File: src/rtl/if_fetch_if.sv
// Fetch-stage bundle: instruction-memory read channel, redirect/stall inputs
// and the registered instruction presented to decode.
interface if_fetch_if #(
    parameter int unsigned ADDR_W = 64
);
    localparam int unsigned INSTR_W = 32;
    localparam int unsigned OPC_W   = 7;

    logic                imem_req;
    logic [ADDR_W-1:0]   imem_addr;
    logic                imem_rvalid;
    logic [INSTR_W-1:0]  imem_rdata;
    logic                stall;
    logic                branch_taken;
    logic [ADDR_W-1:0]   branch_target;
    logic [ADDR_W-1:0]   pc;
    logic                if_valid;
    logic [INSTR_W-1:0]  if_instr;
    logic [ADDR_W-1:0]   if_pc;
    logic [OPC_W-1:0]    if_opcode;

    modport master (
        output imem_req, imem_addr, pc, if_valid, if_instr, if_pc, if_opcode,
        input  imem_rvalid, imem_rdata, stall, branch_taken, branch_target
    );

    modport slave (
        input  imem_req, imem_addr, pc, if_valid, if_instr, if_pc, if_opcode,
        output imem_rvalid, imem_rdata, stall, branch_taken, branch_target
    );
endinterface

File: src/rtl/if_fetch_stage.sv
// Instruction-fetch stage: one outstanding imem read, registered instruction
// for decode, branch redirect with squash of the in-flight response.
module if_fetch_stage #(
    parameter int unsigned        ADDR_W   = 64,
    parameter logic [ADDR_W-1:0]  RESET_PC = '0
) (
    input  logic         clk,
    input  logic         rst_n,
    if_fetch_if.master   bus
);
    localparam int unsigned INSTR_W = 32;
    localparam int unsigned OPC_W   = 7;

    typedef enum logic [2:0] {
        BOOT    = 3'd0,
        ISSUE   = 3'd1,
        WAIT    = 3'd2,
        HOLD    = 3'd3,
        DISCARD = 3'd4
    } state_t;

    state_t               state_q, state_d;
    logic [ADDR_W-1:0]    pc_q, pc_d;
    logic                 valid_q, valid_d;
    logic [INSTR_W-1:0]   instr_q, instr_d;
    logic [ADDR_W-1:0]    ipc_q, ipc_d;
    logic [ADDR_W-1:0]    redirect_pc;

    assign redirect_pc = {bus.branch_target[ADDR_W-1:2], 2'b00};

    // State and datapath registers
    always_ff @(posedge clk or negedge rst_n) begin
        if (!rst_n) begin
            state_q <= BOOT;
            pc_q    <= RESET_PC;
            valid_q <= 1'b0;
            instr_q <= '0;
            ipc_q   <= '0;
        end else begin
            state_q <= state_d;
            pc_q    <= pc_d;
            valid_q <= valid_d;
            instr_q <= instr_d;
            ipc_q   <= ipc_d;
        end
    end

    // Next-state and datapath update; redirect overrides everything but BOOT
    always_comb begin
        state_d = state_q;
        pc_d    = pc_q;
        valid_d = valid_q;
        instr_d = instr_q;
        ipc_d   = ipc_q;

        unique case (state_q)
            BOOT:  state_d = ISSUE;
            ISSUE: state_d = WAIT;
            WAIT: begin
                if (bus.imem_rvalid) begin
                    instr_d = bus.imem_rdata;
                    ipc_d   = pc_q;
                    valid_d = 1'b1;
                    state_d = HOLD;
                end
            end
            HOLD: begin
                if (!bus.stall) begin
                    valid_d = 1'b0;
                    pc_d    = ADDR_W'(pc_q + ADDR_W'(4));
                    state_d = ISSUE;
                end
            end
            DISCARD: begin
                if (bus.imem_rvalid) state_d = ISSUE;
            end
            default: state_d = BOOT;
        endcase

        if (bus.branch_taken && (state_q != BOOT)) begin
            pc_d    = redirect_pc;
            valid_d = 1'b0;
            instr_d = instr_q;
            ipc_d   = ipc_q;
            unique case (state_q)
                ISSUE:   state_d = DISCARD;
                WAIT:    state_d = bus.imem_rvalid ? ISSUE : DISCARD;
                HOLD:    state_d = ISSUE;
                DISCARD: state_d = DISCARD;
                default: state_d = state_q;
            endcase
        end
    end

    // Request is a pure decode of the state register
    assign bus.imem_req  = (state_q == ISSUE);
    assign bus.imem_addr = pc_q;
    assign bus.pc        = pc_q;
    assign bus.if_valid  = valid_q;
    assign bus.if_instr  = instr_q;
    assign bus.if_pc     = ipc_q;
    assign bus.if_opcode = instr_q[OPC_W-1:0];

endmodule

File: src/flat_wrapper.sv
// flat-port wrapper written by rule: the top's interface ports become plain ports
module if_fetch_stage_flat 
#(
    parameter int unsigned        ADDR_W   = 64,
    parameter logic [ADDR_W-1:0]  RESET_PC = '0
)
  (clk, rst_n, bus_imem_req, bus_imem_addr, bus_pc, bus_if_valid, bus_if_instr, bus_if_pc, bus_if_opcode, bus_imem_rvalid, bus_imem_rdata, bus_stall, bus_branch_taken, bus_branch_target);
  if_fetch_if #(.ADDR_W(ADDR_W)) bus_i ();
  input  logic clk;
  input  logic rst_n;
  output wire logic [$bits(bus_i.imem_req)-1:0] bus_imem_req;
  output wire logic [$bits(bus_i.imem_addr)-1:0] bus_imem_addr;
  output wire logic [$bits(bus_i.pc)-1:0] bus_pc;
  output wire logic [$bits(bus_i.if_valid)-1:0] bus_if_valid;
  output wire logic [$bits(bus_i.if_instr)-1:0] bus_if_instr;
  output wire logic [$bits(bus_i.if_pc)-1:0] bus_if_pc;
  output wire logic [$bits(bus_i.if_opcode)-1:0] bus_if_opcode;
  input wire logic [$bits(bus_i.imem_rvalid)-1:0] bus_imem_rvalid;
  input wire logic [$bits(bus_i.imem_rdata)-1:0] bus_imem_rdata;
  input wire logic [$bits(bus_i.stall)-1:0] bus_stall;
  input wire logic [$bits(bus_i.branch_taken)-1:0] bus_branch_taken;
  input wire logic [$bits(bus_i.branch_target)-1:0] bus_branch_target;
  assign bus_imem_req = bus_i.imem_req;
  assign bus_imem_addr = bus_i.imem_addr;
  assign bus_pc = bus_i.pc;
  assign bus_if_valid = bus_i.if_valid;
  assign bus_if_instr = bus_i.if_instr;
  assign bus_if_pc = bus_i.if_pc;
  assign bus_if_opcode = bus_i.if_opcode;
  assign bus_i.imem_rvalid = bus_imem_rvalid;
  assign bus_i.imem_rdata = bus_imem_rdata;
  assign bus_i.stall = bus_stall;
  assign bus_i.branch_taken = bus_branch_taken;
  assign bus_i.branch_target = bus_branch_target;
  if_fetch_stage #(.ADDR_W(ADDR_W), .RESET_PC(RESET_PC)) u_core (.clk(clk), .rst_n(rst_n), .bus(bus_i));
endmodule
File: config.mk
export PLATFORM = sky130hd
export DESIGN_NAME = if_fetch_stage_flat
export DESIGN_NICKNAME = d
export VERILOG_FILES = /design/src/rtl/if_fetch_if.sv /design/src/rtl/if_fetch_stage.sv /design/src/flat_wrapper.sv
export SDC_FILE = /design/constraint.sdc
export NUM_CORES = 1
export LEC_CHECK = 0
export BUFFER_PORTS_ARGS = -buffer_cell sky130_fd_sc_hd__buf_4
export CAP_MARGIN = 5
export CORE_ASPECT_RATIO = 1.75
export CORE_MARGIN = 2
export CORE_UTILIZATION = 44
export CTS_CLUSTER_DIAMETER = 150
export DETAILED_ROUTE_END_ITERATION = 7
export PLACE_DENSITY_LB_ADDON = 0.25
export SLEW_MARGIN = 10
export SYNTH_ARGS = -nofsm -noshare
export SYNTH_HDL_FRONTEND = slang
export SYNTH_SLANG_ARGS = --single-unit
File: constraint.sdc
create_clock -name clk -period 2.05 [get_ports clk]
set_input_delay 0.3075 -clock clk [delete_from_list [all_inputs] [get_ports clk]]
set_output_delay 0.3075 -clock clk [all_outputs]
set_load 0.02 [all_outputs]
==> results of run 1 <==
worst register-to-register path, delay by kind of cell, from the launching register on:
| family | cells | cell delay, ns |
|---|---|---|
| buffers and inverters | 3 | 0.43 |
| flip-flops | 1 | 0.38 |
| AND/OR/NAND/NOR | 5 | 1.24 |
state kept, by name (all words and copies together), names as in the netlist:
name,cells
u_core.bus.if_valid,1
u_core.bus.if_pc,62
u_core.bus.if_instr,32
u_core.state_q,3
u_core.bus.imem_addr,62
repair_timing:
| item | in CTS | in global routing |
|---|---|---|
| gates cloned | 0 | 1 |
| setup buffers | 4 | 19 |
| endpoints found under the setup margin | 19 | 36 |
| resized for setup | 19 | 52 |
| pin swaps | 4 | 29 |
| hold endpoints to repair | 18 | 0 |
| hold buffers | 1 | 0 |
worst max-delay path by stage:
| stage | slack [ns] | cells past startpoint | endpoint |
|---|---|---|---|
| 3_5_place_dp | -0.18 | 6 | u_core.bus.imem_addr[51]$_DFFE_PN0P_ |
| 5_1_grt | -0.16 | 8 | u_core.bus.imem_addr[45]$_DFFE_PN0P_ |
| 4_1_cts | -0.04 | 5 | u_core.bus.imem_addr[39]$_DFFE_PN0P_ |
| 6_report | -0.06 | 8 | u_core.bus.imem_addr[45]$_DFFE_PN0P_ |
| 3_3_place_gp | -0.19 | 6 | u_core.bus.imem_addr[51]$_DFFE_PN0P_ |
| 2_1_floorplan | -0.12 | 6 | u_core.bus.imem_addr[35]$_DFFE_PN0P_ |
cell usage in the layout, fill, tap and decap left out, types with 6 or more instances in the layout:
cell,count
sky130_fd_sc_hd__nor2_1,31
sky130_fd_sc_hd__nor4_4,9
sky130_fd_sc_hd__nand4_1,34
sky130_fd_sc_hd__conb_1,6
sky130_fd_sc_hd__o21ai_0,34
sky130_fd_sc_hd__buf_6,12
sky130_fd_sc_hd__o211ai_1,13
sky130_fd_sc_hd__or4_4,7
sky130_fd_sc_hd__and3_1,6
sky130_fd_sc_hd__inv_1,9
sky130_fd_sc_hd__nand2_1,75
sky130_fd_sc_hd__o311ai_1,6
sky130_fd_sc_hd__buf_4,461
sky130_fd_sc_hd__a21oi_1,7
sky130_fd_sc_hd__xnor2_1,13
sky130_fd_sc_hd__clkbuf_16,17
sky130_fd_sc_hd__buf_12,7
sky130_fd_sc_hd__or3_1,6
sky130_fd_sc_hd__or4_1,11
sky130_fd_sc_hd__dfrtp_2,27
sky130_fd_sc_hd__a22oi_1,16
sky130_fd_sc_hd__nor3_1,17
sky130_fd_sc_hd__nand3_1,32
sky130_fd_sc_hd__xor2_1,12
sky130_fd_sc_hd__clkinvlp_4,6
sky130_fd_sc_hd__mux2_2,89
sky130_fd_sc_hd__dfrtp_1,133
cell usage after synthesis, drive strengths merged, types with 2 or more instances:
cell type / instances
a211oi: 4
a21oi: 7
a221o: 4
a22oi: 16
a31o: 3
a31oi: 3
and2: 5
and3: 6
and4: 8
buf: 79
clkbuf: 44
dfrtp: 160
inv: 9
mux2: 89
mux2i: 4
nand2: 78
nand3: 37
nand4: 36
nor2: 34
nor3: 19
nor4: 15
nor4b: 3
o211ai: 13
o21a: 2
o21ai: 35
o22a: 2
o22ai: 5
o311ai: 10
o31ai: 4
or2: 3
or3: 7
or4: 18
or4b: 3
xnor2: 13
xor2: 12
cell families (layout without fill, tap and decap cells):
logic type               Yosys count  count (layout)  share of synthesized area, %
other                              1               6                        0.0449
buffers and inverters            132             523                          9.34
XOR/XNOR                          25              25                          2.62
flip-flops                       160             160                          48.0
multiplexers                      93              93                          12.5
AO/OA/AOI/OAI                    114             114                          9.34
adder cells (fa/ha/maj)            1               1                         0.150
AND/OR/NAND/NOR                  277             277                          18.0
cell type report:
type | count | share of cell area (%)
Clock inverter | 8 | 0.666
Timing Repair Buffer | 482 | 29.9
Tap cell | 238 | 2.37
Clock buffer | 24 | 3.75
Inverter | 9 | 0.268
Multi-Input combinational cell | 516 | 31.0
Sequential cell | 160 | 32.1
layer usage:
layer	GRT usage (%)	vias up	wire length, um
met5	0	-	0
met4	12.2	0	1140
met3	3.45	73	1540
met2	50.6	368	15600
met1	27.8	3849	9510
li1	-	3626	-
metrics by stage:
step	TNS, ns	cells
3_3_place_gp	-0.923	1380
4_1_cts	-0.0651	1417
6_report	-0.162	1437
2_1_floorplan	-0.533	808
3_5_place_dp	-1.52	1380
5_1_grt	-1.45	1437
power by group:
group	internal (uW)	switching, uW	leakage (uW)	total [uW]
combinational	5300	6530	0.00379	11800
sequential	4600	1010	0.00193	5610
clock	1740	1300	0.000249	3040
==> results.md, run 1 <==
Worst setup path:
- The endpoint of the lowest-slack register-to-register path is u_core.bus.imem_addr[45]$_DFFE_PN0P_.
- The critical path is of the reg -> reg type.
- The most used cell along the critical path is sky130_fd_sc_hd__buf_6.
- Counting both buffers and inverters, the worst setup path holds a total of 3.
- The type of origin of the critical path is a register.
- The reg-to-reg critical path startpoint is u_core.bus.imem_addr[9]$_DFFE_PN0P_.
- The register-to-register path setup slack is -0.06 ns.
- The highest fanout seen on the critical path is 6.
- The worst-case reg-to-reg path depth is 8.
- The arrival time of the worst setup path is 2.47 ns.
- Among cell families on the critical path, the largest total delay comes from simple AND/OR/NAND/NOR gates.
- Data on the critical path is required at its endpoint by between 2 and 2.5 ns.
- On the worst path, the slowest cell contributes a delay of ~0.46 ns.
- STA classifies the critical path endpoint as a register.
- The critical path's slowest cell is sky130_fd_sc_hd__or4_1.
- Walking the worst path, the cells encountered are buf_6 -> nand4_1 -> nor4_4 -> nand4_1 -> buf_6 -> buf_6 -> or4_1 -> nand3_1.
- The first element of the critical path is u_core.bus.imem_addr[9]$_DFFE_PN0P_.

Place:
- At the end of routability-driven placement, the weighted congestion stood at ~0.90.
- The standard cell area after detailed placement is between 10000 and 15000 um2.
- Once detailed placement completed, the half-perimeter wirelength came to a little over 20000 um.
- The number of I/O port buffers is ~330.
- Prior to clock tree synthesis, the placed netlist has a worst setup slack of -0.175 ns.

CTS:
- Clock latency on the worst-skew pair, taken at its later pin, is approximately 0.43 ns.
- The number of clock sinks is 160.
- The number of CTS-inserted buffers is 17.
- The buffer cell driving the clock tree root is sky130_fd_sc_hd__clkbuf_16.
- In this run the deepest clock path goes through 2 buffers.
- Clock-pin slew was measured on the worst setup and hold paths at around 0.060 ns.
- TritonCTS built the clock tree.
- The number of H-tree branching levels is 4.

Die:
- In this run the standard cell core region covers approximately 19000 um2.
- From bottom edge to top edge, the die measures between 150 and 200 um.
- Measured along the x axis, the die boundary spans ~110 um.
- The number of standard-cell rows in the floorplan is between 60 and 70.
- The die outline area is roughly 20000 um2.
- The number of ports placed on the die boundary is between 300 and 400.
- The starting density of the core is 44.9%.

Power and ir drop:
- The power after layout is 20500 uW.
- The maximum vdd ir drop is ~0.0012 V.
- Dividing total power by cell area gives a power density of ~1600 nW/um2.
- The static leakage is between 0.005 and 0.006 uW.

Route:
- The first detailed-routing pass took 5 iterations.
- In the final routed layout, each cell accounts on average for around 19 um.
- The number of design-rule violations left by the first detailed-router iteration is between 300 and 400.
- The overall routed net length is ~28000 um.
- For this run, design rule violations remaining after detail routing come to 0.
- The via density per instance is ~5.5.
- Detailed routing inserted a total of around 7900 vias.
- In this run the remaining antenna-violating nets after routing total 0.

Logic synthesis:
- For this run, the register share of the synthesized area comes to between 40 and 50%.
- The mean area per synthesized cell is just over 10 um2.
- The largest area contributor in the netlist is sky130_fd_sc_hd__dfrtp_1.
- The number of warning messages in the yosys log is 0.
- Summed over its instances, the top area cell type makes up a little under half of the synthesized netlist area.
- In the synthesized netlist, the number of instances is 803.
- The number of enable-type register cells in the synthesized netlist is 0.
- The fraction of registers with async set or reset after synthesis is between 90% and 100%.
- By area the synthesized netlist is led by sky130_fd_sc_hd__dfrtp_1 (48%), sky130_fd_sc_hd__mux2_2 (12%), sky130_fd_sc_hd__buf_4 (6.7%).
- The synthesized netlist occupies a cell area of 8350 um2.
- Among all flip-flop cells after synthesis, the most frequent one is sky130_fd_sc_hd__dfrtp_1.
- In this run, distinct cell masters in the synthesized netlist total 58.
- Counting flops and latches in the post-synthesis netlist gives 160.

Timing:
- The clock skew is about 0.013 ns.
- Based on the critical path, the design can be clocked at up to 0.474 GHz.
- Setup violations remaining at the end of the flow were counted as 6.
- The worst hold slack after final layout is ~0.078 ns.
- The final count of hold timing violations is 0.
- The max-slew violation total from the final report is 0.
- For the finished layout, the period the worst path requires is 2.11 ns.
- In the finished design, the share of the clock period the worst path needs comes to 103%.
- The final setup slack of the worst path is -0.0610 ns.
- Setup repair after global routing could not meet its margin everywhere.

Global routing:
- The total track usage is about a quarter.
- Entering global routing, the biggest net connects 60 pins.
- The first global-routing pass estimated ~40000 um of wire.
- The total overflow left after global routing is 0.
- The via count of the first global-routing pass was 7602.
- The initial antenna violation count is 0.

Layout:
- 0 antenna diodes ended up in the layout.
- The final instance area is roughly 13000 um2.
- Once layout is complete, the utilization of the core stands at 67.7%.
- The net count of the finished layout is about 1300.
- The fill cell instance count of the final layout is 1497.
- The area growth from synthesis to layout is 50.8%.
- The combined area of the multi-input logic cells is approximately 3900 um2.
- Summing all flip-flop and latch instances after layout gives approximately 4000 um2.
- In the final layout, the share of cells above drive strength 1 is 56.5%.

Min path:
- The worst hold path terminates at u_core.bus.imem_addr[9]$_DFFE_PN0P_.
- The path type of the worst min-delay path is in -> reg.
- The critical hold path startpoint is bus_branch_target[9].
- The cell depth of the worst min-delay path is 3.

Run status:
- The final reports fail on negative setup slack.
- The run finished, with violations left.

Run:
- The tool flagged a number of max-cap violations equal to 0.
Note: power is estimated with default switching activity, not from simulation.
==> inputs of run 2 (changes only) <==
--- a/config.mk
+++ b/config.mk
@@ -7,9 +7,11 @@
 export LEC_CHECK = 0
 export BUFFER_PORTS_ARGS = -buffer_cell sky130_fd_sc_hd__buf_4
 export CAP_MARGIN = 5
+export CELL_PAD_IN_SITES_DETAIL_PLACEMENT = 1
+export CELL_PAD_IN_SITES_GLOBAL_PLACEMENT = 1
 export CORE_ASPECT_RATIO = 1.75
 export CORE_MARGIN = 2
-export CORE_UTILIZATION = 44
+export CORE_UTILIZATION = 33
 export CTS_CLUSTER_DIAMETER = 150
 export DETAILED_ROUTE_END_ITERATION = 7
 export PLACE_DENSITY_LB_ADDON = 0.25
==> results.md, run 2 (synthesis results as in run 1) <==
Route:
- The overall routed net length is between 30000 and 40000 um.
- The routed wire length per instance is ~21 um.
- For this run, the detailed router's first-pass iteration total came to 4.
- The DRC violations left is 0.
- Using the TritonRoute via totals, the vias-per-cell ratio works out to about 5.2.
- The number of design-rule violations left by the first detailed-router iteration is roughly 270.
- The routed layout has slightly below 8000 vias.
- The post-detailed-route count of antenna-violating nets is 0.

Worst setup path:
- The critical setup path kind is reg -> reg.
- The type of origin of the critical path is a register.
- The critical path required time is roughly 2.4 ns.
- The highest fanout seen on the critical path is 4.
- For the worst setup path, the data arrival time is 2.45 ns.
- The worst setup path is captured at a register.

Place:
- OpenSTA, run right after detailed placement, puts the worst setup slack at -0.135 ns.
- The standard cell area after detailed placement is 11600 um2.
- The estimated wirelength of the detail-placed design is 24100 um.
- The last weighted congestion value of the routability-driven placer is slightly above 0.9.
- The number of I/O port buffers is 325.

Power and ir drop:
- The switching power is roughly 9000 uW.
- The cell internal power dissipation is between 10000 and 15000 uW.
- The power share of the sequential group is around a quarter.
- The completed layout was analyzed and its total power is about 21000 uW.
- In this run, the combinational gates consume 57.8% of the power.
- The clock power share is between 10% and 20%.
- The static leakage is between 0.005 and 0.006 uW.
- The switching power share of the total is 43.3%.
- The maximum vdd ir drop is 0.000650 V.
- Dividing total power by cell area gives a power density of about 1600 nW/um2.

Die:
- The width of the die is ~120 um.
- For this design the top-level I/O count stands at between 300 and 400.
- The floorplan step defined a core boundary enclosing between 20000 and 30000 um2.
- The number of standard-cell rows in the floorplan is just under 80.
- The die covers roughly 27000 um2.
- The floorplan step set the die height to between 200 and 250 um.
- The initial utilization of the core area, before any placement, comes to between 30% and 40%.

Layout:
- With fillers left out, the area of the finished cells amounts to ~13000 um2.
- Leaving out fill and tap cells, the most frequent cells in the layout are sky130_fd_sc_hd__buf_4 (464), sky130_fd_sc_hd__dfrtp_1 (133), sky130_fd_sc_hd__mux2_2 (89).
- Summing all multi-input logic gate instances after layout gives around 3900 um2.
- The most common cell after layout, fill and taps aside is sky130_fd_sc_hd__buf_4.
- The register cell area after layout is approximately 4000 um2.
- At the end of the flow the core is filled with cells to 50.7%.
- The fill cell instance count of the final layout is roughly 2800.
- 0 antenna diodes ended up in the layout.
- The net count of the finished layout is 1288.
- The share of final-layout standard cells stronger than drive strength 1 is a little under three fifths.
- Compared with the post-synthesis result, the final layout area differs by 52.3%.

Timing:
- The final setup slack of the worst path is -0.0293 ns.
- The max-slew violation total from the final report was 0.
- The final count of hold timing violations is 0.
- The peak clock frequency supported by timing is 0.481 GHz.
- In the final timing run, aggregate negative setup slack is -0.0293 ns.
- The clock period minus worst slack is 2.08 ns.
- The clock skew is slightly above 0.008 ns.
- The final number of setup-violating endpoints is 1.
- The final critical path takes up 101% of the cycle.
- Setup repair after global routing could not meet its margin everywhere.

CTS:
- The maximum root-to-sink buffer count is 2.
- The clock-pin slew on the worst setup and hold paths is 0.07 ns.
- CTS placed an instance of sky130_fd_sc_hd__clkbuf_16 at the clock tree root.
- The number of H-tree branching levels is 4.
- The tree built by TritonCTS fans out to 160 sinks.
- TritonCTS built the clock tree.
- Buffers inserted during clock tree synthesis total 17.
- The latest clock arrival within the worst-skew pair is roughly 0.44 ns.

Min path:
- The path type of the worst min-delay path is in -> reg.

Global routing:
- The total track usage is about a quarter.
- The via count of the first global-routing pass is a little under 9000.
- The first global-routing pass estimated about 49000 um of wire.
- The initial antenna violation count is 0.
- Summed over all layers, the global routing overflow is 0.
- The maximum number of pins on one net before global-route repair is 73.

Run status:
- The checks that failed: negative setup slack.
- The flow ran to the end, but the final reports show violations.

Run:
- The max capacitance violation total is 0.
## run 2: changes by cell type in the layout (fill, tap and decap cells not counted), moves of 3 or more
| cell | previous run | this run |
|---|---|---|
| sky130_fd_sc_hd__clkinv_2 | 0 | 3 |
| sky130_fd_sc_hd__nor3_1 | 17 | 14 |
| sky130_fd_sc_hd__buf_4 | 461 | 464 |
| sky130_fd_sc_hd__nor4_2 | 2 | 7 |
| sky130_fd_sc_hd__nor3_2 | 0 | 4 |
| sky130_fd_sc_hd__nor4_1 | 4 | 1 |
## run 2: critical path: stages (launching register included)
cell                      delay, ns
sky130_fd_sc_hd__dfrtp_2       0.41
sky130_fd_sc_hd__nand4_1       0.14
sky130_fd_sc_hd__or3_4         0.36
sky130_fd_sc_hd__or4_4         0.53
sky130_fd_sc_hd__or4b_1        0.48
sky130_fd_sc_hd__nand3_1       0.10
## run 2: layout make-up
class                           count  area share (%)
Sequential cell                   160            31.8
Clock buffer                       21            3.47
Inverter                            9           0.266
Clock inverter                     11            1.12
Timing Repair Buffer              482            29.3
Tap cell                          316            3.11
Multi-Input combinational cell    516            30.9
## run 2: repair_timing
item,CTS,global route
gates resized for setup,24,50
hold endpoints to repair,34,0
hold buffers,1,0
pin swaps,9,16
gates cloned,0,0
setup buffers,12,8
setup endpoints to repair,21,131
## run 2: layer usage
layer	global-route usage (%)	vias up	share of wire (%)
met1	22.9	3977	33
met2	46.0	259	58
li1	-	3612	-
met5	0	-	0
met4	12.7	0	4.8
met3	3.97	78	3.9
## run 2: per-stage QoR
step / cells / hold slack, ns
after floorplan: 808 / 0.0119
after global placement: 1463 / 0.242
after detailed placement: 1463 / 0.243
after CTS: 1508 / 0.0460
after global routing: 1515 / 0.0583
final: 1515 / 0.0624
## run 2: final timing paths
path | from | endpoint | slack (ns) | depth (start not counted)
setup reg to reg | u_core.bus.imem_addr[16]$_DFFE_PN0P_ | u_core.bus.imem_addr[39]$_DFFE_PN0P_ | -0.03 | 5
hold / removal | bus_branch_target[9] | u_core.bus.imem_addr[9]$_DFFE_PN0P_ | 0.06 | 3
setup / recovery | u_core.bus.imem_addr[16]$_DFFE_PN0P_ | u_core.bus.imem_addr[39]$_DFFE_PN0P_ | -0.03 | 5
max in group asynchronous | rst_n | u_core.bus.imem_addr[51]$_DFFE_PN0P_ | 0.99 | 3
hold reg to reg | u_core.bus.if_valid$_DFFE_PN0P_ | u_core.bus.if_valid$_DFFE_PN0P_ | 0.48 | 2
min in group asynchronous | rst_n | u_core.bus.if_instr[25]$_DFFE_PN0P_ | 0.37 | 2
## run 2: power groups by stage
stage / sequential, uW / clock, uW / combinational (uW)
2_1_floorplan: 7550 / 0 / 4600
3_3_place_gp: 5510 / 0 / 11500
3_5_place_dp: 5610 / 0 / 11700
4_1_cts: 5560 / 3310 / 11900
5_1_grt: 5780 / 3420 / 12800
6_report: 5560 / 3240 / 12000
==> inputs of run 3 (changes only) <==
==> constraint.sdc (replaced) <==
create_clock -name clk -period 1.9 [get_ports clk]
set_input_delay 0.285 -clock clk [delete_from_list [all_inputs] [get_ports clk]]
set_output_delay 0.285 -clock clk [all_outputs]
set_load 0.02 [all_outputs]
==> results.md, run 3 (synthesis results as in run 1) <==
Timing:
- The final count of hold timing violations came to 0.
- The final setup slack of the worst path is -0.240 ns.
- The final clock period utilization by the worst path is 113%.
- The clock period minus worst slack is approximately 2.1 ns.
- The clock skew is 0.00614 ns.
- Static timing analysis puts the maximum clock frequency at roughly 0.47 GHz.
- Setup repair after global routing could not meet its margin everywhere.
- The max-slew violation total from the final report came to 0.
- For the final routed database, the setup TNS stands at -4.42 ns.
- The final number of setup-violating endpoints is 67.

Die:
- The placeable core area is between 20000 and 30000 um2.
- The width of the die is 124 um.
- The die outline height is around 210 um.
- about 330 I/O pins were placed.
- The number of standard-cell rows in the floorplan is between 70 and 80.
- The initial utilization of the core area, before any placement, comes to about 33%.
- The die outline area is roughly 27000 um2.

Global routing:
- The global-route congestion overflow total is 0.
- The initial antenna violation count came to 0.
- The maximum number of pins on one net before global-route repair is 46.
- The via count of the first global-routing pass is a little under 9000.
- The first global-routing pass estimated slightly below 50000 um of wire.
- Global routing consumed, over all layers together, 23.5% of the routing resources.

Power and ir drop:
- The switching power is slightly above 10000 uW.
- The power after layout is 23900 uW.
- In this run, the clock network consumes around 14% of the power.
- The worst-case IR drop observed on VDD is slightly above 0.0009 V.
- The power share of the sequential group is roughly a quarter.
- The proportion of power drawn by combinational gates is between 60 and 70%.
- In this run the power density over the cells is around 1700 nW/um2.
- In this run switching power makes up 43.5% of total power.
- Cell internal power was estimated by the tool at 13500 uW.
- The static leakage is 0.00672 uW.

CTS:
- The clock passes through at most 2 buffers.
- The number of CTS-inserted buffers is 17.
- The buffer cell driving the clock tree root is sky130_fd_sc_hd__clkbuf_16.
- After clock tree synthesis, the clock-pin slew on the worst setup and hold paths is around 0.070 ns.
- The number of clock sinks is 160.
- The latest clock arrival within the worst-skew pair is 0.45 ns.
- The number of H-tree branching levels is 4.
- The TritonCTS clock tree is yes.

Place:
- The worst setup slack after placement is -0.239 ns.
- The last weighted congestion value of the routability-driven placer is ~0.92.
- After legalization and detailed placement, the total HPWL measured between 20000 and 25000 um.
- In this run, placement finished with an instance count of 1507.
- The number of I/O port buffers is 325.

Worst setup path:
- The dominant delay contributor by cell family on the critical path is simple AND/OR/NAND/NOR gates.
- The critical path's slowest cell is sky130_fd_sc_hd__dfrtp_2.
- The highest fanout seen on the critical path is 7.
- The worst setup path is launched from a register.
- The register-to-register path setup slack is -0.24 ns.
- The longest individual stage delay on the worst path is approximately 0.42 ns.
- The sort of element at the end of the critical path is a register.
- Data on the critical path arrives at its endpoint at ~2.5 ns.
- The critical path in this run is classified as reg -> reg.
- In this design, the critical path's most frequently occurring cell is sky130_fd_sc_hd__buf_6.
- The critical path required time is between 2 and 2.5 ns.
- The count of buffer and inverter cells on the critical path is 3.
- The reg-to-reg critical path startpoint is u_core.bus.imem_addr[16]$_DFFE_PN0P_.
- The critical path goes through nand4_1 -> nor4_4 -> nand4_1 -> buf_6 -> buf_6 -> buf_6 -> or4_4 -> nand3_2.
- Tracing the worst setup path back leads to its startpoint at u_core.bus.imem_addr[16]$_DFFE_PN0P_.

Layout:
- The most common cell after layout, fill and taps aside is sky130_fd_sc_hd__buf_4.
- Leaving out fill and tap cells, the most frequent cells in the layout are sky130_fd_sc_hd__buf_4 (500), sky130_fd_sc_hd__dfrtp_1 (127), sky130_fd_sc_hd__mux2_2 (89).
- The area growth from synthesis to layout is 68.8%.
- The total inserted antenna cells is 0.
- The post-route netlist has 63.4% of its cells at a drive strength greater than 1.
- In the final layout, flip-flops and latches occupy between 4000 and 5000 um2.
- Counting the fill cells in the layout gives about 2700.
- The finished layout holds around 1600 standard cells, fillers aside.
- In the final layout, the multi-input gates occupy approximately 4300 um2.
- The net count of the finished layout is 1380.

Min path:
- The path class of the tightest hold or removal check is in -> reg.
- The critical hold path startpoint is bus_branch_target[9].

Route:
- Using the TritonRoute via totals, the vias-per-cell ratio works out to 5.29.
- For this block, the routed nets add up to 36500 um of wire.
- The number of optimization iterations in the first detailed-route pass is 4.
- The number of vias after detailed routing is between 8000 and 9000.
- After detailed routing, the average wire length per cell comes to roughly 23 um.
- The DRC violations left is 0.
- In this run the remaining antenna-violating nets after routing total 0.
- In this run, the number of DRC markers left after iteration 0 of detailed routing was 314.

Run status:
- The final reports fail on negative setup slack.
- The run finished, with violations left.

Run:
- Across the run, the number of max-cap violations was 0.
-- run 3: timing repair --
item,4_1_cts,5_1_grt
endpoints found under the hold margin,39,0
setup endpoints to repair,49,133
buffers inserted,19,36
pin swaps,23,61
hold buffers,1,0
gates resized for setup,56,132
gates cloned,0,16
-- run 3: layout make-up --
type,count,area share [%]
Multi-Input combinational cell,519,30.7
Sequential cell,160,28.7
Clock inverter,7,0.622
Clock buffer,24,3.42
Tap cell,316,2.81
Timing Repair Buffer,571,33.5
Inverter,9,0.240
-- run 3: worst paths after layout --
| kind | endpoint | cells past startpoint |
|---|---|---|
| setup / recovery | u_core.bus.imem_addr[41]$_DFFE_PN0P_ | 8 |
| hold / removal | u_core.bus.imem_addr[9]$_DFFE_PN0P_ | 3 |
| setup reg to reg | u_core.bus.imem_addr[41]$_DFFE_PN0P_ | 8 |
| hold reg to reg | u_core.bus.if_pc[56]$_DFFE_PN0P_ | 2 |
| max in group asynchronous | u_core.bus.if_pc[50]$_DFFE_PN0P_ | 3 |
| min in group asynchronous | u_core.bus.if_instr[6]$_DFFE_PN0P_ | 2 |
-- run 3: stage by stage --
stage                     hold slack, ns  cell area, um2  util, %
after CTS                        0.00337           13000     51.9
after floorplan                  -0.0106            8530        -
after global placement             0.262           12000     48.0
after detailed placement           0.259           12000     48.0
final                             0.0275           14100     56.2
after global routing              0.0257           14100     56.2
-- run 3: worst register-to-register path, cell delays in order, from the launching register on --
cell                      delay [ns]
sky130_fd_sc_hd__dfrtp_2        0.42
sky130_fd_sc_hd__nand4_1        0.23
sky130_fd_sc_hd__nor4_4         0.35
sky130_fd_sc_hd__nand4_1        0.19
sky130_fd_sc_hd__buf_6          0.20
sky130_fd_sc_hd__buf_6          0.12
sky130_fd_sc_hd__buf_6          0.10
sky130_fd_sc_hd__or4_4          0.41
sky130_fd_sc_hd__nand3_2        0.07
-- run 3: metal layers --
metal	GRT usage [%]	wire length, um	vias to the layer above
li1	-	-	3817
met1	23.1	11900	4266
met2	46.0	20900	309
met3	4.59	1540	108
met4	11.2	2160	0
met5	0	0	-
-- run 3: power groups by stage --
stage	Clock (uW)	Combinational, uW	Sequential [uW]
finish	3450	14400	6070
global route	3640	15200	6260
CTS	3520	13400	6050
detailed placement	0	13000	6100
global placement	0	12800	5990
floorplan	0	5010	8170
